===== src/rtl/obstacle_spawner.sv =====
// Scrolls and spawns the two Dino-game obstacles once per game tick; freezes on crash.
// Optional `OBSTACLE_SPEEDUP_EN raises scroll speed by one every eight spawns.
module obstacle_spawner #(
  parameter int          CONV      = 0,
  parameter int          GEN_LINE  = 250,
  parameter logic [7:0]  MIN_GAP   = 8'd40,
  parameter logic [2:0]  MAX_SPEED = 3'd4
) (
  input  logic            clk,
  input  logic            rst,
  input  logic            game_tick,
  input  logic            start,
  input  logic            crash,
  output logic [9:CONV]   obstacle1_pos,
  output logic [9:CONV]   obstacle2_pos,
  output logic [1:0]      obstacle1_type,
  output logic [1:0]      obstacle2_type,
  output logic            running
);

  localparam int PW = 10 - CONV;
  localparam logic [PW-1:0] GEN_POS = PW'(GEN_LINE);

  typedef enum logic [1:0] {IDLE, RUN, FROZEN} state_t;

  state_t          state_q, state_d;
  logic [PW-1:0]   pos_q  [2];
  logic [PW-1:0]   pos_d  [2];
  logic [1:0]      type_q [2];
  logic [1:0]      type_d [2];
  logic [7:0]      gap_q, gap_d;
  logic [15:0]     lfsr_q;
  logic            running_q;
  logic            spawn;
  logic [PW-1:0]   speed_ext;

`ifdef OBSTACLE_SPEEDUP_EN
  logic [2:0]      speed_q, speed_d;
  logic [2:0]      cnt_q, cnt_d;
`else
  logic [2:0]      speed_q;
  // Constant scroll speed, never above the configured ceiling.
  assign speed_q = (MAX_SPEED < 3'd1) ? MAX_SPEED : 3'd1;
`endif

  function automatic logic [15:0] lfsr_next(input logic [15:0] l);
    return {l[14:0], l[15] ^ l[13] ^ l[12] ^ l[10]};
  endfunction

  function automatic logic [7:0] sat_gap(input logic [7:0] base, input logic [5:0] extra);
    logic [8:0] sum;
    sum = {1'b0, base} + {3'b000, extra};
    return sum[8] ? 8'hFF : sum[7:0];
  endfunction

  assign speed_ext = {{(PW-3){1'b0}}, speed_q};

  always_comb begin
    state_d = state_q;
    pos_d   = pos_q;
    type_d  = type_q;
    gap_d   = gap_q;
    spawn   = 1'b0;
`ifdef OBSTACLE_SPEEDUP_EN
    speed_d = speed_q;
    cnt_d   = cnt_q;
`endif
    case (state_q)
      IDLE, FROZEN: begin
        if (start) begin
          state_d = RUN;
          for (int i = 0; i < 2; i++) begin
            pos_d[i]  = '0;
            type_d[i] = '0;
          end
          gap_d = MIN_GAP;
`ifdef OBSTACLE_SPEEDUP_EN
          speed_d = 3'd1;
          cnt_d   = 3'd0;
`endif
        end
      end
      RUN: begin
        if (crash) begin
          state_d = FROZEN;
        end else if (game_tick) begin
          // Move first so a slot retired this tick can be refilled this tick.
          for (int i = 0; i < 2; i++) begin
            if (pos_q[i] > speed_ext) begin
              pos_d[i] = pos_q[i] - speed_ext;
            end else begin
              pos_d[i]  = '0;
              type_d[i] = '0;
            end
          end
          if (gap_q != 8'd0) gap_d = gap_q - 8'd1;
          if (gap_q == 8'd0) begin
            if (pos_d[0] == '0) begin
              pos_d[0]  = GEN_POS;
              type_d[0] = lfsr_q[1:0];
              spawn     = 1'b1;
            end else if (pos_d[1] == '0) begin
              pos_d[1]  = GEN_POS;
              type_d[1] = lfsr_q[1:0];
              spawn     = 1'b1;
            end
          end
          if (spawn) begin
            gap_d = sat_gap(MIN_GAP, lfsr_q[7:2]);
`ifdef OBSTACLE_SPEEDUP_EN
            cnt_d = cnt_q + 3'd1;
            if (cnt_q == 3'd7 && speed_q < MAX_SPEED) speed_d = speed_q + 3'd1;
`endif
          end
        end
      end
      default: state_d = IDLE;
    endcase
  end

  always_ff @(posedge clk) begin
    if (rst) begin
      state_q   <= IDLE;
      pos_q[0]  <= '0;
      pos_q[1]  <= '0;
      type_q[0] <= '0;
      type_q[1] <= '0;
      gap_q     <= 8'd0;
      lfsr_q    <= 16'hACE1;
      running_q <= 1'b0;
`ifdef OBSTACLE_SPEEDUP_EN
      speed_q   <= 3'd1;
      cnt_q     <= 3'd0;
`endif
    end else begin
      state_q   <= state_d;
      pos_q     <= pos_d;
      type_q    <= type_d;
      gap_q     <= gap_d;
      lfsr_q    <= lfsr_next(lfsr_q);
      running_q <= (state_d == RUN);
`ifdef OBSTACLE_SPEEDUP_EN
      speed_q   <= speed_d;
      cnt_q     <= cnt_d;
`endif
    end
  end

  assign obstacle1_pos  = pos_q[0];
  assign obstacle2_pos  = pos_q[1];
  assign obstacle1_type = type_q[0];
  assign obstacle2_type = type_q[1];
  assign running        = running_q;

endmodule


===== config.mk =====
export PLATFORM = sky130hd
export DESIGN_NAME = obstacle_spawner
export DESIGN_NICKNAME = d
export VERILOG_FILES = /design/src/rtl/obstacle_spawner.sv
export SDC_FILE = /design/constraint.sdc
export NUM_CORES = 1
export LEC_CHECK = 0
export CORE_UTILIZATION = 30
export DETAILED_ROUTE_END_ITERATION = 10
export GPL_ROUTABILITY_DRIVEN = 0
export PLACE_DENSITY_LB_ADDON = 0.05
export SKIP_LAST_GASP = 1
export SYNTH_ARGS = -nofsm -noshare
export SYNTH_HDL_FRONTEND = slang
export SYNTH_SLANG_ARGS = --single-unit

===== constraint.sdc =====
create_clock -name clk -period 3.32 [get_ports clk]
set_input_delay 0.664 -clock clk [delete_from_list [all_inputs] [get_ports clk]]
set_output_delay 0.664 -clock clk [all_outputs]
set_load 0.05 [all_outputs]

=== Word level (Yosys, flattened, before mapping) ===
Cells that the tools add are included.

* Flip-flop bits (word level): 51

* Add/subtract/negate cells: 4
* $lt $le $gt $ge: 2
* Equal/unequal tests: 7
* Muxes and demuxes: 42
* Bitwise operators: 3
* Reductions and logical operators: 9

{| class="wikitable"
|+ Operator list
! cell !! count
|-
| $mux 10 || 11
|-
| $mux 20 || 4
|-
| $mux 8 || 6
|-
| $pmux 20 s2 || 1
|-
| $gt 10x1->1 const B || 2
|-
| $logic_not 10->1 || 2
|-
| $sub 10x1->10 const B || 2
|-
| $mux 4 || 4
|-
| $pmux 8 s2 || 1
|-
| $mux 2 || 7
|-
| $logic_not 8->1 || 1
|-
| $pmux 4 s2 || 1
|-
| $reduce_bool 8->1 || 1
|-
| $sub 8x1->8 const B || 1
|-
| $add 6x6->7 const A || 1
|-
| $mux 1 || 6
|-
| $ne 2x2->1 const B || 3
|-
| $reduce_and 5->1 || 1
|-
| $eq 2x1->1 const B || 2
|-
| $pmux 2 s2 || 1
|-
| $reduce_and 4->1 || 1
|-
| $ne 3x3->1 const B || 1
|-
| $xor 1x1->1 || 3
|-
| $eq 2x2->1 const B || 1
|-
| 3 further kinds || 3
|}

=== Longest topological paths before layout ===
* Depth in word-level cells: 16
* Gate-level depth with buffers: 11
* Gate-level depth less buffers: 9

=== Worst setup path after synthesis ===
OpenSTA, ideal clock, no wires.

* Path type: reg-to-reg
* Start: reg pos_q (netlist bit obstacle2_pos[1])
* End: reg pos_q (netlist bit obstacle2_pos[0])
* Library setup time: 0.070 ns
* Arrival time: 2.928 ns
* Data required time: 3.250 ns
* Path slack: 0.322 ns
* Stages on the path, launching flop included: 11
* Clock period less this slack: 2.998 ns
* Path through: dfxtp_1 inv_1 ha_1 or3b_2 or4b_2 o211a_1 o21ai_2 nor3b_1 buf_2 or3_1 a21oi_1

* Longest elaborated chain between the ends: 12
* Elaborated cells between the ends (all ways): 13

{| class="wikitable"
|+ Ends and longest elaborated chain
! element !! line !! source
|-
| start: declaration || 27 || <nowiki>logic [PW-1:0] pos_q [2];</nowiki>
|-
| start signal: assignment || 137 || <nowiki>pos_q <= pos_d;</nowiki>
|-
| $sub 10x1->10 / $gt 10x1->1 (equally long branches) || 90, 89 ||
|-
| $mux 10 * || 89 || <nowiki>if (pos_q[i] > speed_ext) begin</nowiki>
|-
| $mux 10 * || 86 || <nowiki>end else if (game_tick) begin</nowiki>
|-
| $mux 10 * || 84 || <nowiki>if (crash) begin</nowiki>
|-
| $mux 10 * || 68 || <nowiki>case (state_q)</nowiki>
|-
| $logic_not 10->1 || 102 || <nowiki>end else if (pos_d[1] == '0) begin</nowiki>
|-
| $mux 10 || 102 ||
|-
| $mux 10 || 98 || <nowiki>if (pos_d[0] == '0) begin</nowiki>
|-
| $mux 20 * || 97 || <nowiki>if (gap_q == 8'd0) begin</nowiki>
|-
| $mux 20 * || 86 ||
|-
| $mux 20 * || 84 ||
|-
| $pmux 20 s2 * || 68 ||
|}

Mark *: on every way between the ends. The rest lies on a longest branch, timed or not. The select of a mux whose other input is x is not followed.
A chain may end at the register's enable or synchronous reset.

=== Worst setup path after layout ===
* Start: reg pos_q (netlist bit obstacle2_pos[0])
* End: reg gap_q[5]

* Longest elaborated chain between the ends: 16
* Elaborated cells between the ends (all ways): 19

{| class="wikitable"
|+ Ends and longest elaborated chain
! element !! line !! source
|-
| $sub 10x1->10 / $gt 10x1->1 (equally long branches) || 90, 89 ||
|-
| $mux 10 * || 89 ||
|-
| $mux 10 * || 86 ||
|-
| $mux 10 * || 84 ||
|-
| $mux 10 * || 68 ||
|-
| $logic_not 10->1 * || 102 ||
|-
| $mux 1 * || 102 ||
|-
| $mux 1 * || 98 ||
|-
| $mux 1 * || 97 ||
|-
| $mux 1 * || 86 ||
|-
| $mux 1 * || 84 ||
|-
| $mux 1 * || 68 ||
|-
| $mux 8 || 108 || <nowiki>if (spawn) begin</nowiki>
|-
| $mux 8 || 86 ||
|-
| $mux 8 || 84 ||
|-
| $pmux 8 s2 || 68 ||
|-
| end signal: assignment || 139 || <nowiki>gap_q <= gap_d;</nowiki>
|-
| end: declaration || 31 || <nowiki>logic [7:0] gap_q, gap_d;</nowiki>
|}

Marked as above.

==> impl_metrics.csv <==
group,metric,value,unit
sta,setup_ws,0.282,ns
global_routing,grt_usage,17.5,%
clocking,htree_levels,2,
die,die_height,95.7,um
power,p_per_area,433,nW/um^2
job,drv_cap,0,
finish,layout_commonest_cell,"dfxtp_1",
sta,fin_crit_sh,91.5,%
synthesis,netlist_instances,326,
sta,tns,0,ns
clocking,cts_root_buffer,"clkbuf_8",
detailed_routing,ant_nets,0,
sta,skew,0.00897,ns
global_routing,antenna_found_initial,0,
die,io_pins,30,
critical_path,cp_slowest_cell,"or4b_2",
detailed_routing,first_pass_iters,4,
synthesis,synth_warnings,0,
synthesis,ys_types,48,
detailed_routing,vias,2540,
sta,finalSetupViolations,0,
critical_path,worstSetupStartpointType,"register",
finish,area_delta_synth_final,25.2,%
detailed_routing,wirelength,7430,um
sta,tightest_slew,1.01,ns
sta,maxSlewHeadroom,31.9,%
die,start_util,31.6,%
global_routing,grt_pass1_vias,2350,
placed_design,place_area,3180,um^2
hold_path,holdPathEnd,"lfsr_q[15]$_SDFF_PP1_",
clocking,path_clk_slew,0.10,ns
finish,layout-drive-gt1-share,14.3,%
sta,fin_crit,3.04,ns
global_routing,grt_max_degree,25,
synthesis,async_flop_share,0,%
sta,rsz0062_at_grt,"no",
synthesis,avgSynthCellArea,8.09,um^2
synthesis,synth_top_cell_by_area,"dfxtp_1",
critical_path,crit_required,3.50,ns
synthesis,synth_edf_count,0,
placed_design,place_hpwl,5270,um
critical_path,worstSetupPathType,"reg2reg",
finish,layout_common_cells,"dfxtp_1, o21ai_0, a21oi_1",
power,total_leakage_power,1.28,nW
finish,insertedDiodeCount,0,
critical_path,slowest_delay,0.65,ns
detailed_routing,drc,0,
critical_path,cp_max_fo,10,
finish,final_area,3300,um^2
detailed_routing,initialDrtViolationCount,135,
clocking,clk_path_buf_depth,2,
die,die_width,95.7,um
sta,slew_viol_final,0,
die,design.core.area,8340,um^2
finish,utilization,39.6,%
clocking,clkLatencyLatePin,0.31,ns
global_routing,grt_pass1_wl,12300,um
critical_path,timing.rr.start,"obstacle2_pos[0]$_SDFFE_PP0P_",
critical_path,ff2ff_setup_slack,0.28,ns
placed_design,io_buffers,29,
synthesis,synth-seq-cells,51,
global_routing,grt-ovfl-total,0,
status,status,"completed",
placed_design,dp_slack,0.0410,ns
detailed_routing,wl_per_cell,15.6,um
die,rows,33,
synthesis,ys_seq_area_share,38.7,%
synthesis,synthesis.nets,337,
die,dieArea,9170,um^2
hold_path,hp-class,"reg2reg",
hold_path,hp-start,"lfsr_q[14]$_SDFF_PP0_",
sta,max_freq,329,MHz
clocking,cts_sinks,51,
synthesis,synth_ff_type,"dfxtp_1",
clocking,cts_tree,"built",
hold_path,min_path_cells,1,
finish,fin_nets,381,
finish,seq_area,1020,um^2
finish,n_fill_cell,901,
critical_path,crit_chain,"inv_1 -> ha_1 -> or3b_2 -> or4b_2 -> o211a_1 -> o21ai_2 -> buf_4 -> a41oi_2 -> o21ai_0 -> a31oi_1",
clocking,post-cts-setup-buffer-count,0,
power,peakVddDrop,0.177,mV
critical_path,crit_arrival,3.22,ns
detailed_routing,vias_per_cell,5.34,
finish,multiInputGateArea,1530,um^2
synthesis,syn_area,2640,um^2
critical_path,r2r_cells,10,
synthesis,synthTopCellsByArea,"dfxtp_1, o21ai_0, a21oi_1",
sta,finalHoldViolCount,0,
critical_path,rr_endpoint,"gap_q[5]$_SDFFE_PP0P_",
sta,hold_slack,0.416,ns
clocking,numCtsBuffers,5,
synthesis,synth_top_area_share,38.7,%
critical_path,end_kind,"register",
critical path: cells and delay by family, from the launching register on:
kind / cells / cell delay (ns)
AND/OR/NAND/NOR: 2 / 1.17
AO/OA/AOI/OAI: 5 / 0.90
adder cells (fa/ha/maj): 1 / 0.22
flip-flops: 1 / 0.38
buffers and inverters: 2 / 0.24
state kept, by name, summed over array words and instances, names as in the netlist:
name	cells
obstacle2_type	2
running	1
obstacle1_type	2
state_q	2
obstacle2_pos	10
obstacle1_pos	10
lfsr_q	16
gap_q	8
worst max path at each step:
| stage | from | slack, ns | cells past startpoint | endpoint |
|---|---|---|---|---|
| 2_1_floorplan | obstacle2_pos[1]$_SDFFE_PP0P_ | 0.32 | 10 | obstacle2_pos[0]$_SDFFE_PP0P_ |
| 3_3_place_gp | obstacle2_pos[0]$_SDFFE_PP0P_ | 0.13 | 9 | obstacle2_type[0]$_SDFFE_PP0P_ |
| 3_5_place_dp | obstacle2_pos[0]$_SDFFE_PP0P_ | 0.04 | 9 | obstacle2_type[0]$_SDFFE_PP0P_ |
| 4_1_cts | obstacle2_pos[0]$_SDFFE_PP0P_ | 0.04 | 9 | obstacle2_type[0]$_SDFFE_PP0P_ |
| 5_1_grt | obstacle2_pos[0]$_SDFFE_PP0P_ | 0.07 | 10 | gap_q[5]$_SDFFE_PP0P_ |
| 6_report | obstacle2_pos[0]$_SDFFE_PP0P_ | 0.28 | 10 | gap_q[5]$_SDFFE_PP0P_ |
through the flow:
step	std cells	power, mW
3_5_place_dp	468	0.992
2_1_floorplan	326	0.882
6_report	476	1.43
3_3_place_gp	468	0.994
5_1_grt	476	1.50
4_1_cts	476	1.44
power by group:
| group | total, mW | internal, mW | switching (mW) |
|---|---|---|---|
| clock network | 0.449 | 0.225 | 0.224 |
| registers | 0.661 | 0.637 | 0.0233 |
| logic | 0.318 | 0.124 | 0.194 |
| total | 1.43 | 0.987 | 0.442 |
synth_stat cells, drive strengths merged (3+ instances only):
master and instances:
a21oi 33, o21a 3, or4 8, xnor2 5
nor3 18, xor2 8, o21ai 37, inv 10
dfxtp 51, nand3b 3, o31ai 3, or3 6
nand2 19, a31oi 7, nand3 7, nor2 27
ha 6, nor2b 11, nor4 5, a31o 3
or2 9, o211ai 3, clkbuf 15, nand2b 4
per-layer routing:
layer | GRT usage [%] | share of wire [%]
met1 | 24.8 | 48
met2 | 28.0 | 46
met3 | 2.61 | 4.8
met4 | 4.10 | 0.78
met5 | 0 | 0
cells by family (layout without fill, tap and decap cells):
family | after synthesis | count (layout) | share of synthesized area [%]
buffers and inverters | 26 | 71 | 3.80
adder cells (fa/ha/maj) | 6 | 6 | 2.85
AO/OA/AOI/OAI | 100 | 100 | 22.9
flip-flops | 51 | 51 | 38.7
multiplexers | 1 | 1 | 0.380
XOR/XNOR | 13 | 13 | 4.32
AND/OR/NAND/NOR | 129 | 129 | 27.1
timing repair:
action	in CTS	in global routing
hold buffers	0	0
hold endpoints to repair	0	0
resized for setup	0	1
setup endpoints to repair	0	8
layout make-up:
cell class / count / share of cell area [%]
Clock buffer: 5 / 2.09
Clock inverter: 3 / 1.33
Inverter: 10 / 1.14
Multi-Input combinational cell: 249 / 46.3
Sequential cell: 51 / 30.9
Tap cell: 105 / 3.98
Timing Repair Buffer: 53 / 14.3
No activity file was read; power rests on OpenSTA's default activity.
